## src/rtl/accum_frame_mc.sv

```systemverilog
// accum_frame_mc: multi-channel framed signed accumulator with result FIFO
module accum_frame_mc #(
    parameter int IN_W      = 32,
    parameter int ACC_W     = 40,
    parameter int NCH       = 4,
    parameter int CH_W      = $clog2(NCH),
    parameter int CNT_W     = 16,
    parameter int FRAME_LEN = 0,
    parameter int SAT       = 0,
    parameter int OUT_DEPTH = 4
) (
    input  logic             clk,
    input  logic             rst,
    input  logic             in_valid,
    output logic             in_ready,
    input  logic [CH_W-1:0]  in_ch,
    input  logic [IN_W-1:0]  in_data,
    input  logic             in_last,
    output logic             out_valid,
    input  logic             out_ready,
    output logic [CH_W-1:0]  out_ch,
    output logic [ACC_W-1:0] out_sum,
    output logic [CNT_W-1:0] out_cnt,
    output logic             out_ovf
);
    localparam int AW = $clog2(OUT_DEPTH);

    typedef struct packed {
        logic [CH_W-1:0]  ch;
        logic [ACC_W-1:0] sum;
        logic [CNT_W-1:0] cnt;
        logic             ovf;
    } res_t;

    logic [ACC_W-1:0] acc_q [NCH];
    logic [CNT_W-1:0] cnt_q [NCH];
    logic [NCH-1:0]   ovf_q;
    res_t             mem [OUT_DEPTH];
    res_t             head;
    logic [AW-1:0]    rp, wp;
    logic [AW:0]      count;
    logic [ACC_W-1:0] cur_acc, res;
    logic [CNT_W-1:0] cur_cnt, cnt1;
    logic [ACC_W:0]   nxt;
    logic             cur_ovf, ch_ok, ov, close, take, push, pop;

    assign in_ready  = !rst && (count != (AW+1)'(OUT_DEPTH));
    assign out_valid = count != '0;
    assign head      = mem[rp];
    assign out_ch    = out_valid ? head.ch  : '0;
    assign out_sum   = out_valid ? head.sum : '0;
    assign out_cnt   = out_valid ? head.cnt : '0;
    assign out_ovf   = out_valid && head.ovf;

    // Fetch the addressed channel's state; codes with no channel leave ch_ok low
    always_comb begin
        cur_acc = '0;
        cur_cnt = '0;
        cur_ovf = 1'b0;
        ch_ok   = 1'b0;
        for (int i = 0; i < NCH; i++) begin
            if (in_ch == CH_W'(i)) begin
                cur_acc = acc_q[i];
                cur_cnt = cnt_q[i];
                cur_ovf = ovf_q[i];
                ch_ok   = 1'b1;
            end
        end
    end

    // One extra bit of headroom exposes overflow; counter holds at its maximum
    always_comb begin
        nxt   = {cur_acc[ACC_W-1], cur_acc} + {{(ACC_W+1-IN_W){in_data[IN_W-1]}}, in_data};
        ov    = nxt[ACC_W] ^ nxt[ACC_W-1];
        res   = (ov && SAT != 0) ? (nxt[ACC_W] ? {1'b1, {(ACC_W-1){1'b0}}} : {1'b0, {(ACC_W-1){1'b1}}})
                                 : nxt[ACC_W-1:0];
        cnt1  = (&cur_cnt) ? cur_cnt : cur_cnt + CNT_W'(1);
        close = in_last || (FRAME_LEN != 0 && cnt1 == CNT_W'(FRAME_LEN));
        take  = in_valid && in_ready && ch_ok;
        push  = take && close;
        pop   = out_valid && out_ready;
    end

    // Per-channel state: restart from zero on close, otherwise accumulate
    always_ff @(posedge clk) begin
        if (rst) begin
            for (int i = 0; i < NCH; i++) begin
                acc_q[i] <= '0;
                cnt_q[i] <= '0;
            end
            ovf_q <= '0;
        end else if (take) begin
            for (int i = 0; i < NCH; i++) begin
                if (in_ch == CH_W'(i)) begin
                    acc_q[i] <= close ? '0 : res;
                    cnt_q[i] <= close ? '0 : cnt1;
                    ovf_q[i] <= !close && (cur_ovf || ov);
                end
            end
        end
    end

    // Result FIFO in close order; head register feeds the outputs directly
    always_ff @(posedge clk) begin
        if (rst) begin
            rp    <= '0;
            wp    <= '0;
            count <= '0;
        end else begin
            if (push) begin
                mem[wp] <= {in_ch, res, cnt1, cur_ovf || ov};
                wp      <= wp + AW'(1);
            end
            if (pop)
                rp <= rp + AW'(1);
            count <= count + (AW+1)'(push) - (AW+1)'(pop);
        end
    end
endmodule

```

## config.mk

```make
export PLATFORM = sky130hd
export DESIGN_NAME = accum_frame_mc
export DESIGN_NICKNAME = d
export VERILOG_FILES = /design/src/rtl/accum_frame_mc.sv
export SDC_FILE = /design/constraint.sdc
export NUM_CORES = 1
export LEC_CHECK = 0
export BUFFER_PORTS_ARGS = -buffer_cell sky130_fd_sc_hd__buf_2
export CAP_MARGIN = 20
export CORE_ASPECT_RATIO = 2
export CORE_MARGIN = 4
export CORE_UTILIZATION = 60
export CTS_BUF_LIST = sky130_fd_sc_hd__clkbuf_4 sky130_fd_sc_hd__clkbuf_8
export CTS_CLUSTER_DIAMETER = 80
export DETAILED_ROUTE_END_ITERATION = 16
export HOLD_SLACK_MARGIN = 0.15
export PLACE_DENSITY = 0.9
export SLEW_MARGIN = 20
export SYNTH_ARGS = -nofsm -noshare
export SYNTH_HDL_FRONTEND = slang
export SYNTH_SLANG_ARGS = --single-unit
```

## constraint.sdc

```tcl
create_clock -name clk -period 12.84 [get_ports clk]
set_input_delay 1.926 -clock clk [delete_from_list [all_inputs] [get_ports clk]]
set_output_delay 1.926 -clock clk [all_outputs]
set_load 0.02 [all_outputs]
```

# Word-level counts from Yosys, hierarchy flattened
# Memory sizes are Yosys's and may differ from the RTL's. A register that Yosys moved wholly into a read port is not among the register bits.
# Index checks and enable logic that the tools add are counted.
totals:
  reg_bits: 11
  ram_bits: 460
  inputBits: 39
  elab_cells: 98
  n_memories: 3
memory_table:
  columns: ["memory", "words", "word_bits", "read_ports", "rd_clocked_by_memory_dff", "write_ports", "line_no", "rtl"]
  rows:
  - ["mem", 4, 59, 1, 1, 1, "38", "res_t mem [OUT_DEPTH];"]
  - ["acc_q", 4, 40, 4, 0, 4, "35", "logic [ACC_W-1:0] acc_q [NCH];"]
  - ["cnt_q", 4, 16, 4, 0, 4, "36", "logic [CNT_W-1:0] cnt_q [NCH];"]
classes:
  addsub: 6
  n_eq_ne: 4
  muxes: 52
  bitwise: 9
  n_reduce_logical: 17
ops:
  columns: ["operator", "n"]
  rows:
  - ["2-to-1 mux 40 bit", 10]
  - ["2-to-1 mux 16 bit", 11]
  - ["adder 40 x 32 -> 41 bit", 1]
  - ["2-to-1 mux 1 bit", 28]
  - ["adder 16 x 1 -> 16 bit, second input constant", 1]
  - ["AND reduction 16 bit", 1]
  - ["bitwise OR 1 bit", 8]
  - ["AND reduction 2 bit", 4]
  - ["logical AND 1 bit", 7]
  - ["2-to-1 mux 2 bit", 3]
  - ["adder 2 x 1 -> 2 bit, second input constant", 2]
  - ["== test 2 bit, second input constant", 2]
  - ["adder 3 x 1 -> 3 bit", 1]
  - ["!= test 3 bit, second input constant", 1]
  - ["nonzero test 3 bit", 1]
  - ["subtractor 3 x 1 -> 3 bit", 1]
  - ["== test 2 x 1 -> 1 bit, second input constant", 1]
  - ["zero test 1 bit", 2]
  - ["zero test 2 bit", 1]
  - ["logical OR 1 bit", 1]
  - ["XOR 1 bit", 1]

# Depth between registers and ports, before layout
logic_depth:
  ltp_word: 10
  depth_mapped: 15
  mapped_depth_nobuf: 12

# Least setup slack after synthesis
# No wires, ideal clock.
synth_path:
  kind: "input to register"
  from: "in in_ch[0]"
  to: "mem mem[0][53] in the netlist's numbering, data pin"
  arrival_ns: 5.684
  required_ns: 12.575
  path_slack_ns: 6.891
  path_stages: 15
  path_buffers: 4
  path_cell_list: "buf_4 > buf_6 > buf_2 > buf_2 > mux4_2 > ha_1 > fa_1 > a21o_1 > a221o_1 > a31oi_4 > a21o_1 > o211ai_2 > or4_1 > nand3_1 > inv_1"
synth_via:
  elab_chain_cells: 6
  elab_cells_between_ends: 9
  cone_classes: "1 x add/sub; 3 x eq/ne; 4 x mux; 1 x reduce/logical"
synth_rtl:
  columns: ["element", "line_no", "rtl"]
  rows:
  - ["start, declared", "16", "input logic [CH_W-1:0] in_ch,"]
  - ["zero test 2 bit", "62", "if (in_ch == CH_W'(i)) begin"]
  - ["2-to-1 mux 40 bit (3 in a row)", "62", null]
  - ["2-to-1 mux 40 bit *", "62", null]
  - ["adder 40 x 32 -> 41 bit *", "73", "nxt = {cur_acc[ACC_W-1], cur_acc} + {{(ACC_W+1-IN_W){in_data[IN_W-1]}}, in_data};"]
  - ["net nxt[36]", "44", "logic [ACC_W:0] nxt;"]
  - ["end, declared", "38", null]
# The timed path passes the listed nets; every way through them passes the cells marked *.

# Final worst setup path
layout_path:
  from: "in in_ch[1]"
  to: "mem mem[2][46] in the netlist's numbering, data pin"
# Same word-level chain as after synthesis.

==> results.cfg <==
[timing]
worstMarginPinSlew_ps = 1170
timing.final.ws_setup_ps = 6640
finalCriticalPeriod_ps = 6200
timing_max_transition_violations_final = 0
achievable-frequency_ghz = 0.161
hold_violations = 0
setup_violations = 0
final_min_period_over_clock_period_pct = 48.3
setup-tns-final_ps = 0
grt_setup_unrepaired = false
clock-skew-final_ps = 44.7
worst_slew_margin_rel_pct = 21.3
worst_hold_slack_ps = 471

[cells_and_area]
insertedDiodeCount = 0
fin_cells = 2065
nNetsFinal = 1656
drive_above_1_share_pct = 21.9
multi_input_comb_area_um2 = 7120
postLayoutCoreUtil_pct = 66.5
filler_cell_count = 2313
flow.area_growth_from_synthesis_pct = 9.72
finish.instance_area_um2 = 23800
ff_latch_area_um2 = 14100

[clock_network]
hold_buffers = 0
cts_root_buffer = sky130_fd_sc_hd__clkbuf_8
worstSkewPairLatency_ps = 660
tritoncts_clock_tree = yes
cts_max_path_buffers = 3
clock_sink_count = 473
cts_resized = 0
cts_made_buffers = 60
cts_setup_buffers = 0
number_of_levels_in_the_clock_h_tree = 2
clk_pin_slew_ps = 70

[global_route]
grt_max_degree = 61
globalRouteMet2Util_pct = 50.6
grt_pass1_vias = 14100
antenna_violations_before_repair = 0
globalRoute.totalOverflow = 0
globalRouteMet3Util_pct = 4.60
grt_most_used_layer = met2
grt_first_pass_wirelength_mm = 82.7
grt_use_total_pct = 28.1
met1_usage_pct = 28.2

[placement]
dp_cells = 1955
placed_cell_area_um2 = 22600
port_buffers = 99
gp_congestion = 0.951
place_hpwl_mm = 36.1
preCtsSetupSlack_ps = 6120

[synth]
synthTopCellsByArea = sky130_fd_sc_hd__edfxtp_1 (64%), sky130_fd_sc_hd__mux4_2 (12%), sky130_fd_sc_hd__nor2_1 (4.1%), sky130_fd_sc_hd__ha_1 (2.8%), sky130_fd_sc_hd__and2_1 (2.1%)
synthCells = 1471
synth-seq-cells = 473
portion_of_the_post_synthesis_area_used_by_sequential_elements_pct = 64.8
yosysUniqueCellTypes = 67
synth_enable_flop_cells = 460
syn-num-nets = 1560
synth.cell_area_um2 = 21700
netlist.top_cell.by_area = sky130_fd_sc_hd__edfxtp_1
ys_warn_count = 0
synth.avg_cell_area_um2 = 14.8
synth_top_area_share_pct = 63.6
async_flop_share_pct = 0
synth_commonest_cells = sky130_fd_sc_hd__edfxtp_1 (460), sky130_fd_sc_hd__nor2_1 (239), sky130_fd_sc_hd__mux4_2 (116)
synth_ff_type = sky130_fd_sc_hd__edfxtp_1
synthMostInstantiatedCell = sky130_fd_sc_hd__edfxtp_1

[worst_setup_path]
type_of_the_worst_setup_path = in -> reg
endpoint_kind = register
worstPathRequired_ps = 13190
startpoint_type = primary input
worstPathArrival_ps = 6550
cp_max_fo = 48
worstRegToRegCells = 10

[floorplanning]
placementRows = 98
dieHeight_um = 277
io_pins = 100
core-area_um2 = 35800
dieArea_um2 = 39500
floorplan.initialDensity_pct = 60.6
fp.dieW_um = 143

[min_path]
min_path_type = reg -> reg
hold_depth = 2

[drt]
dr.first_iter.drc_count = 1248
wirelength_mm = 54.4
wl_per_cell_um = 26.4
drtAntennaViolNets = 0
first_pass_iters = 7
detailroute.via_count = 13300
drc_errors = 0
vias_per_cell = 6.42

[pwr]
static-leakage-power_nw = 8.65
max-vdd-ir-drop_mv = 0.247
total_power_mw = 4.10
p_per_area_nw_per_um2 = 172

[run]
timing.max_cap.violations = 0

[run_status]
outcome = finished clean
critical path, stage by stage:
cell	delay, ps
sky130_fd_sc_hd__buf_2	390
sky130_fd_sc_hd__buf_4	690
sky130_fd_sc_hd__mux4_2	440
sky130_fd_sc_hd__ha_1	320
sky130_fd_sc_hd__a211oi_1	610
sky130_fd_sc_hd__o211ai_1	200
sky130_fd_sc_hd__a21oi_1	360
sky130_fd_sc_hd__nor4_1	170
sky130_fd_sc_hd__o21ai_0	300
sky130_fd_sc_hd__nand3_1	130
sky130_fd_sc_hd__xnor2_1	730
sky130_fd_sc_hd__inv_1	230
registers in the layout, summed over array words and instances (netlist names), named ones only:
signal	flops
count	3
rp	2
ovf_q	4
cnt_q	64
mem	236
wp	2
acc_q	160
worst paths after layout:
path,startpoint,to,slack [ps]
worst min-delay path,ovf_q[2],ovf_q[2],470
worst min register to register,ovf_q[2],ovf_q[2],470
worst max register to register,acc_q[2][1],mem[2][46],8590
worst max-delay path,in_ch[1],mem[2][46],6640
metal layers:
| layer | vias up | wire length, µm |
|---|---|---|
| li1 | 5745 | - |
| met1 | 6572 | 16200 |
| met2 | 705 | 29800 |
| met3 | 243 | 3460 |
| met4 | 0 | 4980 |
| met5 | - | 0 |
area by class of cell:
cell class	instances	area share (%)
multi-input cells	864	29.9
well taps	450	2.36
clock buffers	81	4.18
inverters	55	0.867
flip-flops and latches	473	59.1
clock inverters	29	1.06
repair buffers	113	2.53
report_power, final:
group	switching [mW]	internal [mW]	leakage, nW
Sequential	0.0400	1.82	4.57
Combinational	0.719	0.398	3.42
Clock	0.540	0.588	0.659
Total	1.30	2.80	8.65
placed cells by master (no fill, tap or decap), types with 5 or more instances in the layout:
cell	count
sky130_fd_sc_hd__clkbuf_8	62
sky130_fd_sc_hd__or2_2	7
sky130_fd_sc_hd__o21ai_0	32
sky130_fd_sc_hd__edfxtp_1	460
sky130_fd_sc_hd__inv_1	55
sky130_fd_sc_hd__xnor2_1	29
sky130_fd_sc_hd__clkbuf_4	19
sky130_fd_sc_hd__o21a_1	9
sky130_fd_sc_hd__and3_1	12
sky130_fd_sc_hd__nand2b_1	19
sky130_fd_sc_hd__nor3_1	26
sky130_fd_sc_hd__clkinv_2	7
sky130_fd_sc_hd__nor3b_1	5
sky130_fd_sc_hd__xor2_1	15
sky130_fd_sc_hd__a211o_1	6
sky130_fd_sc_hd__a21o_1	27
sky130_fd_sc_hd__buf_2	98
sky130_fd_sc_hd__nand4_1	7
sky130_fd_sc_hd__a21oi_1	38
sky130_fd_sc_hd__nor2_1	239
sky130_fd_sc_hd__ha_1	48
sky130_fd_sc_hd__a211oi_1	7
sky130_fd_sc_hd__nand3_1	21
sky130_fd_sc_hd__clkinv_1	15
sky130_fd_sc_hd__and2_1	68
sky130_fd_sc_hd__mux4_2	116
sky130_fd_sc_hd__nand2_1	50
sky130_fd_sc_hd__nor4_1	6
sky130_fd_sc_hd__o21bai_1	6
sky130_fd_sc_hd__dfxtp_1	11
sky130_fd_sc_hd__buf_4	15
cell families after synthesis:
family	Yosys count	synth area share, %
adders and majority gates	50	2.95
xor gates and xnor gates	44	1.78
DFF	473	64.8
AOI/OAI and AO/OA	163	5.18
and+or+nand+nor	487	10.6
buffers and inverters	134	2.44
muxes	120	12.2
No activity file was read; power rests on OpenSTA's default activity.
